==> src/rtl/sppm_pulse_gen.sv <==
`default_nettype none
//------------------------------------------------------------------------------
// Module      : sppm_pulse_gen
// Description : SPPM transmit pulse train with programmable interval, optional
//               LFSR jitter, and a per-window count of emitted pulses.
// Revision    : 1.0 - initial release
//------------------------------------------------------------------------------
module sppm_pulse_gen #(
    parameter int          WIDTH_CYC = 80,
    parameter int          DEAD_CYC  = 40,
    parameter int          MS_CYC    = 400000,
    parameter logic [15:0] LFSR_SEED = 16'hACE1
) (
    input  logic        clk400M,
    input  logic        rst,
    input  logic        en,
    input  logic [19:0] period,
    input  logic        rand_en,
    input  logic [3:0]  rand_shift,
    output logic        sppm_out,
    output logic        pulse_start,
    output logic        busy,
    output logic [16:0] cnt_1ms,
    output logic        cnt_valid
);

    localparam logic [15:0] c_SEED     = (LFSR_SEED == 16'h0) ? 16'hACE1 : LFSR_SEED;
    localparam logic [20:0] c_WIDTH    = 21'(WIDTH_CYC);
    localparam logic [20:0] c_MIN_IV   = 21'(WIDTH_CYC + DEAD_CYC);
    localparam int          c_WW       = $clog2(MS_CYC);
    localparam logic [c_WW-1:0] c_WIN_LAST = c_WW'(MS_CYC - 1);

    typedef enum logic [1:0] {
        S_IDLE = 2'd0,
        S_HIGH = 2'd1,
        S_LOW  = 2'd2
    } state_t;

    state_t            r_state;
    state_t            w_state_nxt;
    logic [20:0]       r_cnt;
    logic [20:0]       r_interval;
    logic [15:0]       r_lfsr;
    logic              r_out;
    logic              r_pulse_start;
    logic [c_WW-1:0]   r_win;
    logic [16:0]       r_pcount;
    logic [16:0]       r_cnt_1ms;
    logic              r_cnt_valid;

    logic              w_rise;
    logic              w_fall;
    logic              w_win_end;
    logic [15:0]       w_mask;
    logic [20:0]       w_raw;
    logic [20:0]       w_interval;
    logic [15:0]       w_lfsr_nxt;

    // Interval is sampled only on the rise cycle; the current LFSR value is
    // used before the register steps.
    assign w_mask     = (16'd1 << rand_shift) - 16'd1;
    assign w_raw      = {1'b0, period} + {5'd0, (rand_en ? (r_lfsr & w_mask) : 16'd0)};
    assign w_interval = (w_raw < c_MIN_IV) ? c_MIN_IV : w_raw;
    assign w_lfsr_nxt = {1'b0, r_lfsr[15:1]} ^ (r_lfsr[0] ? 16'hB400 : 16'h0000);
    assign w_win_end  = (r_win == c_WIN_LAST);

    always_comb begin
        w_state_nxt = r_state;
        w_rise      = 1'b0;
        w_fall      = 1'b0;
        case (r_state)
            S_IDLE: begin
                if (en) begin
                    w_rise      = 1'b1;
                    w_state_nxt = S_HIGH;
                end
            end
            S_HIGH: begin
                if (r_cnt == c_WIDTH) begin
                    w_fall      = 1'b1;
                    w_state_nxt = en ? S_LOW : S_IDLE;
                end
            end
            S_LOW: begin
                if (!en) begin
                    w_state_nxt = S_IDLE;
                end else if (r_cnt == r_interval) begin
                    w_rise      = 1'b1;
                    w_state_nxt = S_HIGH;
                end
            end
            default: w_state_nxt = S_IDLE;
        endcase
    end

    // r_cnt holds the number of cycles elapsed since the most recent rise.
    always_ff @(posedge clk400M or posedge rst) begin
        if (rst) begin
            r_state       <= S_IDLE;
            r_cnt         <= 21'd0;
            r_interval    <= c_MIN_IV;
            r_lfsr        <= c_SEED;
            r_out         <= 1'b0;
            r_pulse_start <= 1'b0;
        end else begin
            r_state       <= w_state_nxt;
            r_pulse_start <= w_rise;
            if (w_rise) begin
                r_cnt      <= 21'd1;
                r_interval <= w_interval;
                r_lfsr     <= w_lfsr_nxt;
                r_out      <= 1'b1;
            end else begin
                r_cnt <= (r_state == S_IDLE) ? 21'd0 : r_cnt + 21'd1;
                if (w_fall) begin
                    r_out <= 1'b0;
                end
            end
        end
    end

    // A rise on the last window cycle belongs to the following window.
    always_ff @(posedge clk400M or posedge rst) begin
        if (rst) begin
            r_win       <= '0;
            r_pcount    <= 17'd0;
            r_cnt_1ms   <= 17'd0;
            r_cnt_valid <= 1'b0;
        end else begin
            r_cnt_valid <= w_win_end;
            if (w_win_end) begin
                r_win     <= '0;
                r_cnt_1ms <= r_pcount;
                r_pcount  <= w_rise ? 17'd1 : 17'd0;
            end else begin
                r_win <= r_win + c_WW'(1);
                if (w_rise && (r_pcount != 17'h1FFFF)) begin
                    r_pcount <= r_pcount + 17'd1;
                end
            end
        end
    end

    assign sppm_out    = r_out;
    assign pulse_start = r_pulse_start;
    assign busy        = (r_state != S_IDLE);
    assign cnt_1ms     = r_cnt_1ms;
    assign cnt_valid   = r_cnt_valid;

endmodule
`default_nettype wire
==> config.mk <==
export PLATFORM = sky130hd
export DESIGN_NAME = sppm_pulse_gen
export DESIGN_NICKNAME = d
export VERILOG_FILES = /design/src/rtl/sppm_pulse_gen.sv
export SDC_FILE = /design/constraint.sdc
export NUM_CORES = 1
export LEC_CHECK = 0
export ABC_AREA = 1
export CAP_MARGIN = 20
export CORE_MARGIN = 5
export CORE_UTILIZATION = 35
export CTS_CLUSTER_DIAMETER = 80
export DETAILED_ROUTE_END_ITERATION = 12
export MAX_ROUTING_LAYER = met4
export PLACE_DENSITY = 0.62
export SLEW_MARGIN = 10
export SYNTH_ARGS = -nofsm -noshare
export SYNTH_HDL_FRONTEND = slang
export SYNTH_SLANG_ARGS = --single-unit
==> constraint.sdc <==
create_clock -name clk400M -period 8.4 [get_ports clk400M]
set_clock_uncertainty 0.05 [all_clocks]
set_input_delay 0.84 -clock clk400M [delete_from_list [all_inputs] [get_ports clk400M]]
set_output_delay 0.84 -clock clk400M [all_outputs]
set_load 0.005 [all_outputs]
# Word level (Yosys, flattened, before mapping)
# Index checks and enable logic that the tools add are counted.
[word_totals] reg_bits=116 input_bits=28 output_inout_bits=21 wordCells=57
[op_classes] n_addsub=5 order_cmp=1 n_eq_ne=9 shifts=1 n_mux=23 bitwise=2 reduce_logical=6
[ops] cell="21-bit 2-to-1 mux" n=3
[ops] cell="17-bit 2-to-1 mux" n=2
[ops] cell="16-bit 2-to-1 mux" n=2
[ops] cell="20-bit by 16-bit adder with 21-bit output" n=1
[ops] cell="21-bit by 1-bit adder with 21-bit output (second input constant)" n=1
[ops] cell="21-bit == test" n=1
[ops] cell="21-bit by 7-bit == test with 1-bit output (second input constant)" n=1
[ops] cell="21-bit by 7-bit less-than comparator with 1-bit output (second input constant)" n=1
[ops] cell="19-bit by 1-bit adder with 19-bit output (second input constant)" n=1
[ops] cell="19-bit == test (second input constant)" n=1
[ops] cell="19-bit 2-to-1 mux" n=1
[ops] cell="17-bit by 1-bit adder with 17-bit output (second input constant)" n=1
[ops] cell="17-bit != test (second input constant)" n=1
[ops] cell="16-bit AND" n=1
[ops] cell="1-bit by 4-bit left shift with 16-bit output (first input constant)" n=1
[ops] cell="16-bit by 1-bit subtractor with 16-bit output (second input constant)" n=1
[ops] cell="15-bit by 16-bit bitwise XOR with 16-bit output" n=1
[ops] cell="2-bit 2-to-1 mux" n=5
[ops] cell="1-bit 2-to-1 mux" n=8
[ops] cell="2-bit case mux with 3 select lines" n=1
[ops] cell="2-bit nonzero test" n=3
[ops] cell="2-bit != test (second input constant)" n=2
[ops] cell="3-bit != test (second input constant)" n=1
[ops] cell="3-bit AND reduction" n=1
[ops] cell="other kinds (5)" n=5

# Depth between registers and ports, before layout
# Gate-level depths: netlist of run 1.
[logic_depth] depth_word=7 mapped_depth=25 mapped_depth_nobuf=24

# Worst setup path before layout of run 1
# No wires, ideal clock.
[synth_timing] path_kind="input -> register" from="input port rand_shift[3]" to="register r_interval[0]" setup_ns=0.117 arrival_ns=3.354 required_ns=8.233 path_slack_ns=4.879 path_stages=20 path_buffers=0 cell_sequence="nor2_1 -> inv_1 -> nor2_1 -> inv_1 -> ha_1 -> nand2_1 -> nor2_1 -> a2111oi_0 -> ha_1 -> nand2_1 -> inv_1 -> a21oi_1 -> nand2_1 -> nand3_1 -> nand2_1 -> xor2_1 -> nor2_1 -> nand3_2 -> nand2_1 -> nand2_1"
[synth_via] elab_chain_cells=7
[synth_lines] element="start, declared" line="19" source="input logic [3:0] rand_shift,"
[synth_lines] element="1-bit by 4-bit left shift with 16-bit output (*)" line="61" source="assign w_mask = (16'd1 << rand_shift) - 16'd1;"
[synth_lines] element="16-bit by 1-bit subtractor with 16-bit output (*)" line="61"
[synth_lines] element="16-bit AND (*)" line="62" source="assign w_raw = {1'b0, period} + {5'd0, (rand_en ? (r_lfsr & w_mask) : 16'd0)};"
[synth_lines] element="16-bit 2-to-1 mux (*)" line="62"
[synth_lines] element="20-bit by 16-bit adder with 21-bit output (*)" line="62"
[synth_lines] element="21-bit by 7-bit less-than comparator with 1-bit output" line="63" source="assign w_interval = (w_raw < c_MIN_IV) ? c_MIN_IV : w_raw;"
[synth_lines] element="21-bit 2-to-1 mux (*)" line="63"
[synth_lines] element="end signal, assigned" line="101" source="r_interval <= c_MIN_IV;"
[synth_lines] element="end signal, assigned" line="110" source="r_interval <= w_interval;"
[synth_lines] element="end, declared" line="42" source="logic [20:0] r_interval;"
# Every way passes the cells marked *; elsewhere a longest branch is shown, timed or not.
# A chain may end at the register's enable or synchronous reset.

# Final worst setup path of run 1
[layout_timing] from="input port rand_shift[3]" to="register r_interval[2]"
# The elaborated chain is that of the path after synthesis.

==> results of run 1 <==
==> critical path, delay by kind of cell <==
kind / cells / cell delay (ps)
AOI/OAI and AO/OA: 2 / 580
adders and majority gates: 2 / 570
and+or+nand+nor: 12 / 1560
buffers and inverters: 4 / 740
xor gates and xnor gates: 1 / 170
==> cell families after synthesis <==
family                   count (synthesis)
AO/OA/AOI/OAI                           91
adder cells (fa/ha/maj)                 23
buffers and inverters                  156
XOR/XNOR                                56
AND/OR/NAND/NOR                        552
other                                    1
flip-flops                             116
==> power by group <==
| group | switching [mW] | internal, mW | leakage [nW] |
|---|---|---|---|
| clock | 0.291 | 0.420 | 0.282 |
| combinational | 0.120 | 0.0929 | 2.25 |
| sequential | 0.0539 | 0.615 | 1.52 |
==> layer usage <==
metal  vias to the layer above  routed length [um]  GRT usage (%)
met5                         -                   0              -
met4                         0                 330          5.046
met3                        18                 572          2.518
met2                       131                7796          23.50
met1                      2832                8307          19.80
li1                       3287                   -              -
==> final cells by class <==
cell class                 instances  area [um2]
sequential                       116        2918
clock buffer                      17       425.4
fill                            2146       12200
inverter                         134       505.5
clock inverter                    15       157.7
multi-input combinational        723        3779
timing repair buffer              50       495.5
tap                              275       344.1
==> Yosys cell counts, drive strengths merged, types with 12 or more instances <==
library cell and count:
xor2 35, xnor2 21, buf 15, a21oi 33, inv 132, nand2 292, dfrtp 104, nand3 69
dfstp 12, o21ai 50, nand4 15, nor2 98, nor4 19, nor3 38, ha 22
==> sequential cells by signal, summed over array words and instances, names as in the netlist <==
| signal | cells |
|---|---|
| pulse_start | 1 |
| r_interval | 21 |
| r_pcount | 17 |
| r_cnt | 21 |
| r_lfsr | 16 |
| cnt_1ms | 17 |
| cnt_valid | 1 |
| r_win | 19 |
| r_state | 2 |
| sppm_out | 1 |
==> final timing paths <==
check | cells after the start | slack, ps | to | start
max | 21 | 4170 | r_interval[2] | rand_shift[3]
min | 1 | 420 | r_win[0] | r_win[0]
max reg2reg | 17 | 5420 | r_interval[2] | r_lfsr[5]
min reg2reg | 1 | 420 | r_win[0] | r_win[0]
max in group asynchronous | 3 | 6250 | r_interval[9] | rst
min in group asynchronous | 2 | 930 | cnt_valid | rst
==> impl_metrics.py, run 1 <==
metrics = {
    "die": {
        "fp-row-count": 53,
        "die_h_um": 154.7,
        "coreArea_um2": 20820,
        "io_pins": 49,
        "start_util_pct": 35.19,
        "dieArea_um2": 23930,
        "die_w_um": 154.7,
    },
    "synth": {
        "synthAdderAreaFrac_pct": 4.030,
        "synth-compound-area-share_pct": 6.814,
        "synth_top_cell_area_share_pct": 35.52,
        "synth_edf_count": 0,
        "yosysWarnings": 0,
        "synth.area.top_cells": "dfrtp_1, nand2_1, inv_1",
        "synth_top_family_by_area": "simple AND/OR/NAND/NOR gates",
        "synth-xor-area-share_pct": 6.694,
        "ys_seq_area_share_pct": 39.82,
        "ys_ff_latch": 116,
        "synth_mux_area_share_pct": 0,
        "syn_avg_cell_area_um2": 7.364,
        "synth_top_area_cell": "dfrtp_1",
        "synth_area_um2": 7327,
        "ys_types": 47,
        "syn_nets": 1046,
        "synthFlopType": "dfrtp_1",
        "yosys.area_share.simple_pct": 33.98,
        "ys_async_sr_fraction_pct": 100.0,
        "synth_cells": 995,
    },
    "placement": {
        "io_buffers": 48,
        "pre_cts_ws_ps": 3722,
        "placed_cells": 1298,
        "gp_congestion": 0.8823,
        "placed_cell_area_um2": 8041,
        "hpwl_um": 12770,
    },
    "sta": {
        "final-max-slew-violation-count": 0,
        "whs_ps": 416.0,
        "setup-violations-final": 0,
        "grt_setup_unrepaired": "no",
        "setup_tns_ps": 0,
        "worst_pin_slew_ps": 887.5,
        "hold_viol": 0,
        "layout_min_cycle_time_ps": 4230,
        "worst_slack_ps": 4170,
        "period_share_pct": 50.35,
        "slew_headroom_pct": 40.83,
        "fmax_mhz": 236.4,
    },
    "clock_tree": {
        "cts_sinks": 116,
        "htree_num_levels": 4,
        "clockBufferDepth": 2,
        "cts_resized": 0,
        "cts_root_buf": "clkbuf_16",
        "cts_made_buffers": 17,
        "postCtsHoldBufs": 0,
        "clock_latency_ps": 410,
        "path_clk_slew_ps": 60,
        "cts_tree": "done",
        "cts_setup_buffers": 0,
    },
    "global_routing": {
        "antenna_found_initial": 0,
        "grt_pass1_vias": 5998,
        "grt_max_degree": 74,
        "overflow": 0,
        "grt_use_total_pct": 15.00,
        "grt_pass1_wl_um": 28810,
    },
    "final_layout": {
        "antenna_cells": 0,
        "final_nets": 1093,
        "design_area_um2": 8625,
        "layout-drive-gt1-share_pct": 8.152,
        "fin_cells": 1330,
        "layout_commonest_cell": "nand2_1",
        "final_util_pct": 41.42,
        "area_delta_synth_final_pct": 17.71,
        "most-common-layout-cells": "nand2_1, inv_1, dfrtp_1, nor2_1, nand3_1",
    },
    "run_status": {
        "status": "finished, final reports clean",
    },
    "drt": {
        "drtPass1Iterations": 5,
        "drc": 0,
        "viasPerCell": 4.713,
        "routedWlPerCell_um": 12.79,
        "drt_iter0_drc": 390,
        "totalWireLength_um": 17010,
        "vias": 6268,
        "drtAntennaViolNets": 0,
    },
    "worst_hold_path": {
        "hold_class": "reg -> reg",
    },
    "power": {
        "finalPower_mw": 1.592,
        "p_per_area_nw_per_um2": 184.6,
        "leakagePower_nw": 4.054,
        "irDropWorstVdd_v": 0.0001519,
    },
    "critical_path": {
        "crit_top_cell": "nand2_1",
        "critPathMaxFanout": 7,
        "crit_slowest_cell": "clkdlybuf4s50_1",
        "start_kind": "primary input",
        "worst_ep_required_time_ps": 8650,
        "arrival_ps": 4480,
        "crit_chain": "clkdlybuf4s50_1 > nor2_1 > inv_1 > nor2_1 > inv_1 > ha_1 > nand2_1 > nor2_1 > a2111oi_0 > ha_1 > nand2_1 > inv_1 > a21oi_1 > nand2_1 > nand3_1 > nand2_1 > xor2_1 > nor2_1 > nand3_2 > nand2_1 > nand2_1",
        "worst_setup_path_end_kind": "flop",
        "critPathKind": "in -> reg",
        "max_stage_delay_ps": 520,
    },
    "run": {
        "drv_cap": 0,
    },
}
(Power assumes the default switching activity.)
==> run 2, diff against run 1 <==
--- a/config.mk
+++ b/config.mk
@@ -12,7 +12,7 @@
 export CTS_CLUSTER_DIAMETER = 80
 export DETAILED_ROUTE_END_ITERATION = 12
 export MAX_ROUTING_LAYER = met4
-export PLACE_DENSITY = 0.62
+export PLACE_DENSITY = 0.64
 export SLEW_MARGIN = 10
 export SYNTH_ARGS = -nofsm -noshare
 export SYNTH_HDL_FRONTEND = slang
==> constraint.sdc (replaced) <==
create_clock -name clk400M -period 3.59 [get_ports clk400M]
set_clock_uncertainty 0.05 [all_clocks]
set_input_delay 0.359 -clock clk400M [delete_from_list [all_inputs] [get_ports clk400M]]
set_output_delay 0.359 -clock clk400M [all_outputs]
set_load 0.005 [all_outputs]
==> impl_metrics.py, run 2 (synthesis gave the netlist of run 1 again) <==
metrics = {
    "sta": {
        "fmax_mhz": 304.4,
        "worst_slack_ps": 305.0,
        "whs_ps": 411.4,
        "hold_viol": 0,
        "layout_min_cycle_time_ps": 3285,
        "setup-violations-final": 0,
        "worst_pin_slew_ps": 888.7,
        "period_share_pct": 91.51,
        "final-max-slew-violation-count": 0,
        "slew_headroom_pct": 40.75,
    },
    "power": {
        "finalPower_mw": 3.734,
        "switching_share_pct": 28.85,
        "sequentialPowerShare_pct": 41.8,
        "p_clk_share_pct": 43.6,
        "leakagePower_nw": 4.358,
        "pwr-share-comb_pct": 14.6,
        "power.switching_mw": 1.077,
        "p_per_area_nw_per_um2": 409.6,
        "irDropWorstVdd_v": 0.0003376,
        "power.internal_mw": 2.657,
    },
    "critical_path": {
        "ff2ff_path_depth": 18,
        "endpoint": "r_interval[1]",
        "reg2reg_slack_ps": 560,
        "worst_ep_required_time_ps": 3840,
        "arrival_ps": 3530,
        "r2r-end": "r_interval[1]",
        "worst_setup_path_end_kind": "flop",
        "critPathKind": "in -> reg",
        "r2r_start": "r_lfsr[5]",
        "critPathMaxFanout": 7,
        "critPathLaunch": "rand_shift[1]",
        "start_kind": "primary input",
    },
    "global_routing": {
        "grt_use_total_pct": 15.63,
        "grt_pass1_vias": 6352,
        "grt_pass1_wl_um": 30190,
        "grt_max_degree": 71,
        "antenna_found_initial": 0,
        "overflow": 0,
    },
    "drt": {
        "highest_layer": "met4",
        "totalWireLength_um": 17540,
        "viasPerCell": 4.704,
        "drtAntennaViolNets": 0,
        "wl_met3_um": 629,
        "vias": 6534,
        "drc": 0,
        "wl_met1_um": 8476,
        "routedWlPerCell_um": 12.63,
        "drt_iter0_drc": 385,
        "wl_met2_um": 8062,
        "drtPass1Iterations": 5,
    },
    "final_layout": {
        "largestRegisters": "r_cnt (21), r_interval (21), r_win (19)",
        "most-common-layout-cells": "nand2_1, inv_1, dfrtp_1, nor2_1, nand3_1",
        "final_nets": 1152,
        "antenna_cells": 0,
        "layout_commonest_cell": "nand2_1",
        "design_area_um2": 9116,
        "layout-drive-gt1-share_pct": 13.82,
        "area_delta_synth_final_pct": 24.42,
    },
    "placement": {
        "hpwl_um": 13380,
        "io_buffers": 48,
        "pre_cts_ws_ps": -286.6,
        "gp_congestion": 0.8715,
        "placed_cell_area_um2": 8489,
    },
    "run_status": {
        "status": "finished, final reports clean",
    },
    "die": {
        "io_pins": 49,
        "dieArea_um2": 23930,
        "start_util_pct": 35.19,
        "fp-row-count": 53,
        "die_h_um": 154.7,
        "die_w_um": 154.7,
        "coreArea_um2": 20820,
    },
    "worst_hold_path": {
        "hold_class": "reg -> reg",
    },
    "clock_tree": {
        "clockBufferDepth": 2,
        "path_clk_slew_ps": 60,
        "postCtsHoldBufs": 0,
        "cts_made_buffers": 17,
        "cts_tree": "done",
        "clock_latency_ps": 420,
        "htree_num_levels": 4,
        "cts_root_buf": "clkbuf_16",
        "cts_sinks": 116,
    },
    "run": {
        "drv_cap": 0,
    },
}
run 2: cell count changes in the layout (fill, tap and decap cells not counted), sizes merged:
| cell | previous run | this run |
|---|---|---|
| inv | 142 | 139 |
| clkinvlp | 2 | 1 |
| buf | 2 | 61 |
| clkinv | 4 | 8 |
run 2: layer usage:
| metal | up-vias | GRT usage [%] |
|---|---|---|
| met5 | - | - |
| met1 | 2964 | 20.72 |
| met3 | 31 | 2.658 |
| met4 | 0 | 5.257 |
| li1 | 3408 | - |
| met2 | 131 | 24.40 |
run 2: power by group through the flow:
stage	Combinational, mW	Clock [mW]	Sequential, mW
after floorplan	0.403	0	1.54
after global placement	0.533	0	1.58
after detailed placement	0.542	0	1.58
after CTS	0.546	1.66	1.56
after global routing	0.628	1.72	1.58
final	0.544	1.63	1.56
run 2: cell type report:
class,count,area [um2]
Fill cell,2130,11710
Multi-Input combinational cell,723,3826
Sequential cell,116,2918
Timing Repair Buffer,109,950.9
Inverter,134,505.5
Clock buffer,17,425.4
Tap cell,275,344.1
Clock inverter,15,146.4
run 2: stage by stage:
| step | cells | util [%] | TNS, ps |
|---|---|---|---|
| floorplan | 995 | - | 0 |
| global placement | 1356 | 40.77 | -800.5 |
| detailed placement | 1356 | 40.77 | -1772 |
| CTS | 1388 | 43.52 | 0 |
| global route | 1389 | 43.78 | -151.1 |
| finish | 1389 | 43.78 | 0 |
run 2: worst min path at each step:
stage                         to  cells past startpoint          from  slack [ps]
floorplan               r_win[0]                      1      r_win[0]         380
finish                  r_win[0]                      1      r_win[0]         410
detailed placement      r_win[0]                      1      r_win[0]         410
global route            r_win[0]                      1      r_win[0]         450
global placement    r_pcount[15]                      2  r_pcount[15]         410
CTS                     r_win[0]                      1      r_win[0]         410
run 2: repair_timing:
item                                    in CTS  in global routing
gates resized for setup                      0                 12
endpoints found under the setup margin       0                  7
buffers inserted                             0                  1
run 2: critical path: stages:
cell,delay (ps)
clkdlybuf4s50_1,520
nor2_2,60
inv_1,80
nor2_2,50
inv_1,50
ha_1,190
nand2_2,100
nor3_1,190
xnor2_1,170
nor3_2,70
ha_1,350
nand2_1,110
nor2_1,180
inv_1,80
nor3_1,130
nand2_1,110
nand2_1,70
nand2_1,40
nand2_1,70
nand2_1,60
nor2_1,200
nand3_4,160
nand2_1,90
nand2_1,50
==> run 3, diff against run 2 <==
--- a/config.mk
+++ b/config.mk
@@ -7,6 +7,7 @@
 export LEC_CHECK = 0
 export ABC_AREA = 1
 export CAP_MARGIN = 20
+export CORE_ASPECT_RATIO = 0.5
 export CORE_MARGIN = 5
 export CORE_UTILIZATION = 35
 export CTS_CLUSTER_DIAMETER = 80
==> impl_metrics.py, run 3 (synthesis gave the netlist of run 1 again) <==
metrics = {
    "global_routing": {
        "grt_use_total_pct": 15.30,
        "antenna_found_initial": 0,
        "grt_pass1_wl_um": 30320,
        "grt_max_degree": 64,
        "overflow": 0,
        "grt_pass1_vias": 6368,
    },
    "final_layout": {
        "final_nets": 1150,
        "layout-drive-gt1-share_pct": 15.20,
        "fin_cells": 1385,
        "design_area_um2": 9180,
        "largestRegisters": "r_cnt (21), r_interval (21), r_win (19)",
        "most-common-layout-cells": "nand2_1, inv_1, dfrtp_1, nor2_1, nand3_1",
        "fillers": 2106,
        "layout_commonest_cell": "nand2_1",
        "final_util_pct": 44.66,
        "antenna_cells": 0,
        "area_delta_synth_final_pct": 25.29,
    },
    "power": {
        "finalPower_mw": 3.862,
        "irDropWorstVdd_v": 0.0003275,
        "p_per_area_nw_per_um2": 420.7,
        "leakagePower_nw": 4.360,
    },
    "critical_path": {
        "critPathKind": "in -> reg",
        "ff2ff_path_depth": 18,
        "worst_ep_required_time_ps": 3840,
        "start_kind": "primary input",
        "arrival_ps": 3590,
        "critPathMaxFanout": 8,
        "worst_setup_path_end_kind": "flop",
    },
    "die": {
        "start_util_pct": 35.65,
        "die_h_um": 112.3,
        "dieArea_um2": 24100,
        "die_w_um": 214.6,
        "coreArea_um2": 20550,
        "io_pins": 49,
        "fp-row-count": 37,
    },
    "sta": {
        "fmax_mhz": 299.9,
        "whs_ps": 373.3,
        "worst_pin_slew_ps": 862.5,
        "layout_min_cycle_time_ps": 3334,
        "setup_tns_ps": 0,
        "setup-violations-final": 0,
        "final-max-slew-violation-count": 0,
        "worst_slack_ps": 256.0,
        "period_share_pct": 92.87,
        "hold_viol": 0,
        "slew_headroom_pct": 42.30,
    },
    "placement": {
        "io_buffers": 48,
        "hpwl_um": 13240,
        "placed_cells": 1351,
        "pre_cts_ws_ps": -445.3,
        "placed_cell_area_um2": 8464,
        "gp_congestion": 0.9214,
    },
    "clock_tree": {
        "clock_latency_ps": 410,
        "cts_made_buffers": 17,
        "clockBufferDepth": 2,
        "cts_root_buf": "clkbuf_16",
        "path_clk_slew_ps": 60,
        "htree_num_levels": 4,
        "cts_tree": "done",
        "cts_sinks": 116,
    },
    "drt": {
        "vias": 6578,
        "drtAntennaViolNets": 0,
        "drt_iter0_drc": 443,
        "drc": 0,
        "viasPerCell": 4.749,
        "routedWlPerCell_um": 12.80,
        "drtPass1Iterations": 4,
        "totalWireLength_um": 17730,
    },
    "run": {
        "drv_cap": 0,
    },
    "run_status": {
        "status": "finished, final reports clean",
    },
    "worst_hold_path": {
        "hold_class": "in -> async",
    },
}
## run 3: path summary, 6_finish.rpt
kind / from / end / slack (ps)
max in group asynchronous: rst / cnt_1ms[11] / 2360
min in group clk400M: r_win[0] / r_win[0] / 410
max reg2reg: r_lfsr[5] / r_interval[1] / 610
min reg2reg: r_win[0] / r_win[0] / 410
min: rst / pulse_start / 370
max: rand_shift[2] / r_interval[1] / 260
## run 3: per-layer routing
| metal | GRT usage, % | vias to the layer above | wire length [um] |
|---|---|---|---|
| met2 | 24.43 | 100 | 8251 |
| met5 | - | - | 0 |
| met3 | 2.506 | 17 | 532 |
| met1 | 20.46 | 3077 | 8751 |
| met4 | 3.988 | 0 | 195 |
| li1 | - | 3384 | - |
## run 3: repair_timing
item	CTS	global route
gates resized for setup	1	29
cloned	0	0
setup endpoints to repair	3	7
hold buffers	0	0
endpoints found under the hold margin	0	0
setup buffers	0	2
pin swaps	0	7
## run 3: power breakdown
group | switching, mW | internal, mW
logic | 0.299 | 0.250
registers | 0.126 | 1.44
clock network | 0.647 | 1.10
## run 3: worst max-delay path: stages
cell	delay, ps
clkdlybuf4s50_1	440
nor2_2	130
inv_1	70
nor2_2	130
inv_1	50
ha_1	200
buf_4	140
inv_1	60
nor3_1	50
nor4_1	320
ha_2	390
nand3_1	150
nand2_2	90
nand2_1	90
nand2_1	80
nand3_1	70
nand2_1	100
xor2_1	170
nor2_1	190
nand3_4	160
nand2_2	90
nand2_1	50
## run 3: layout make-up
cell class	instances	area (um2)	share of cell area (%)
Clock inverter	14	180.2	1.963
Clock buffer	18	429.2	4.675
Tap cell	273	341.6	3.721
Multi-Input combinational cell	723	3867	42.13
Inverter	134	505.5	5.506
Timing Repair Buffer	107	938.4	10.22
Sequential cell	116	2918	31.78
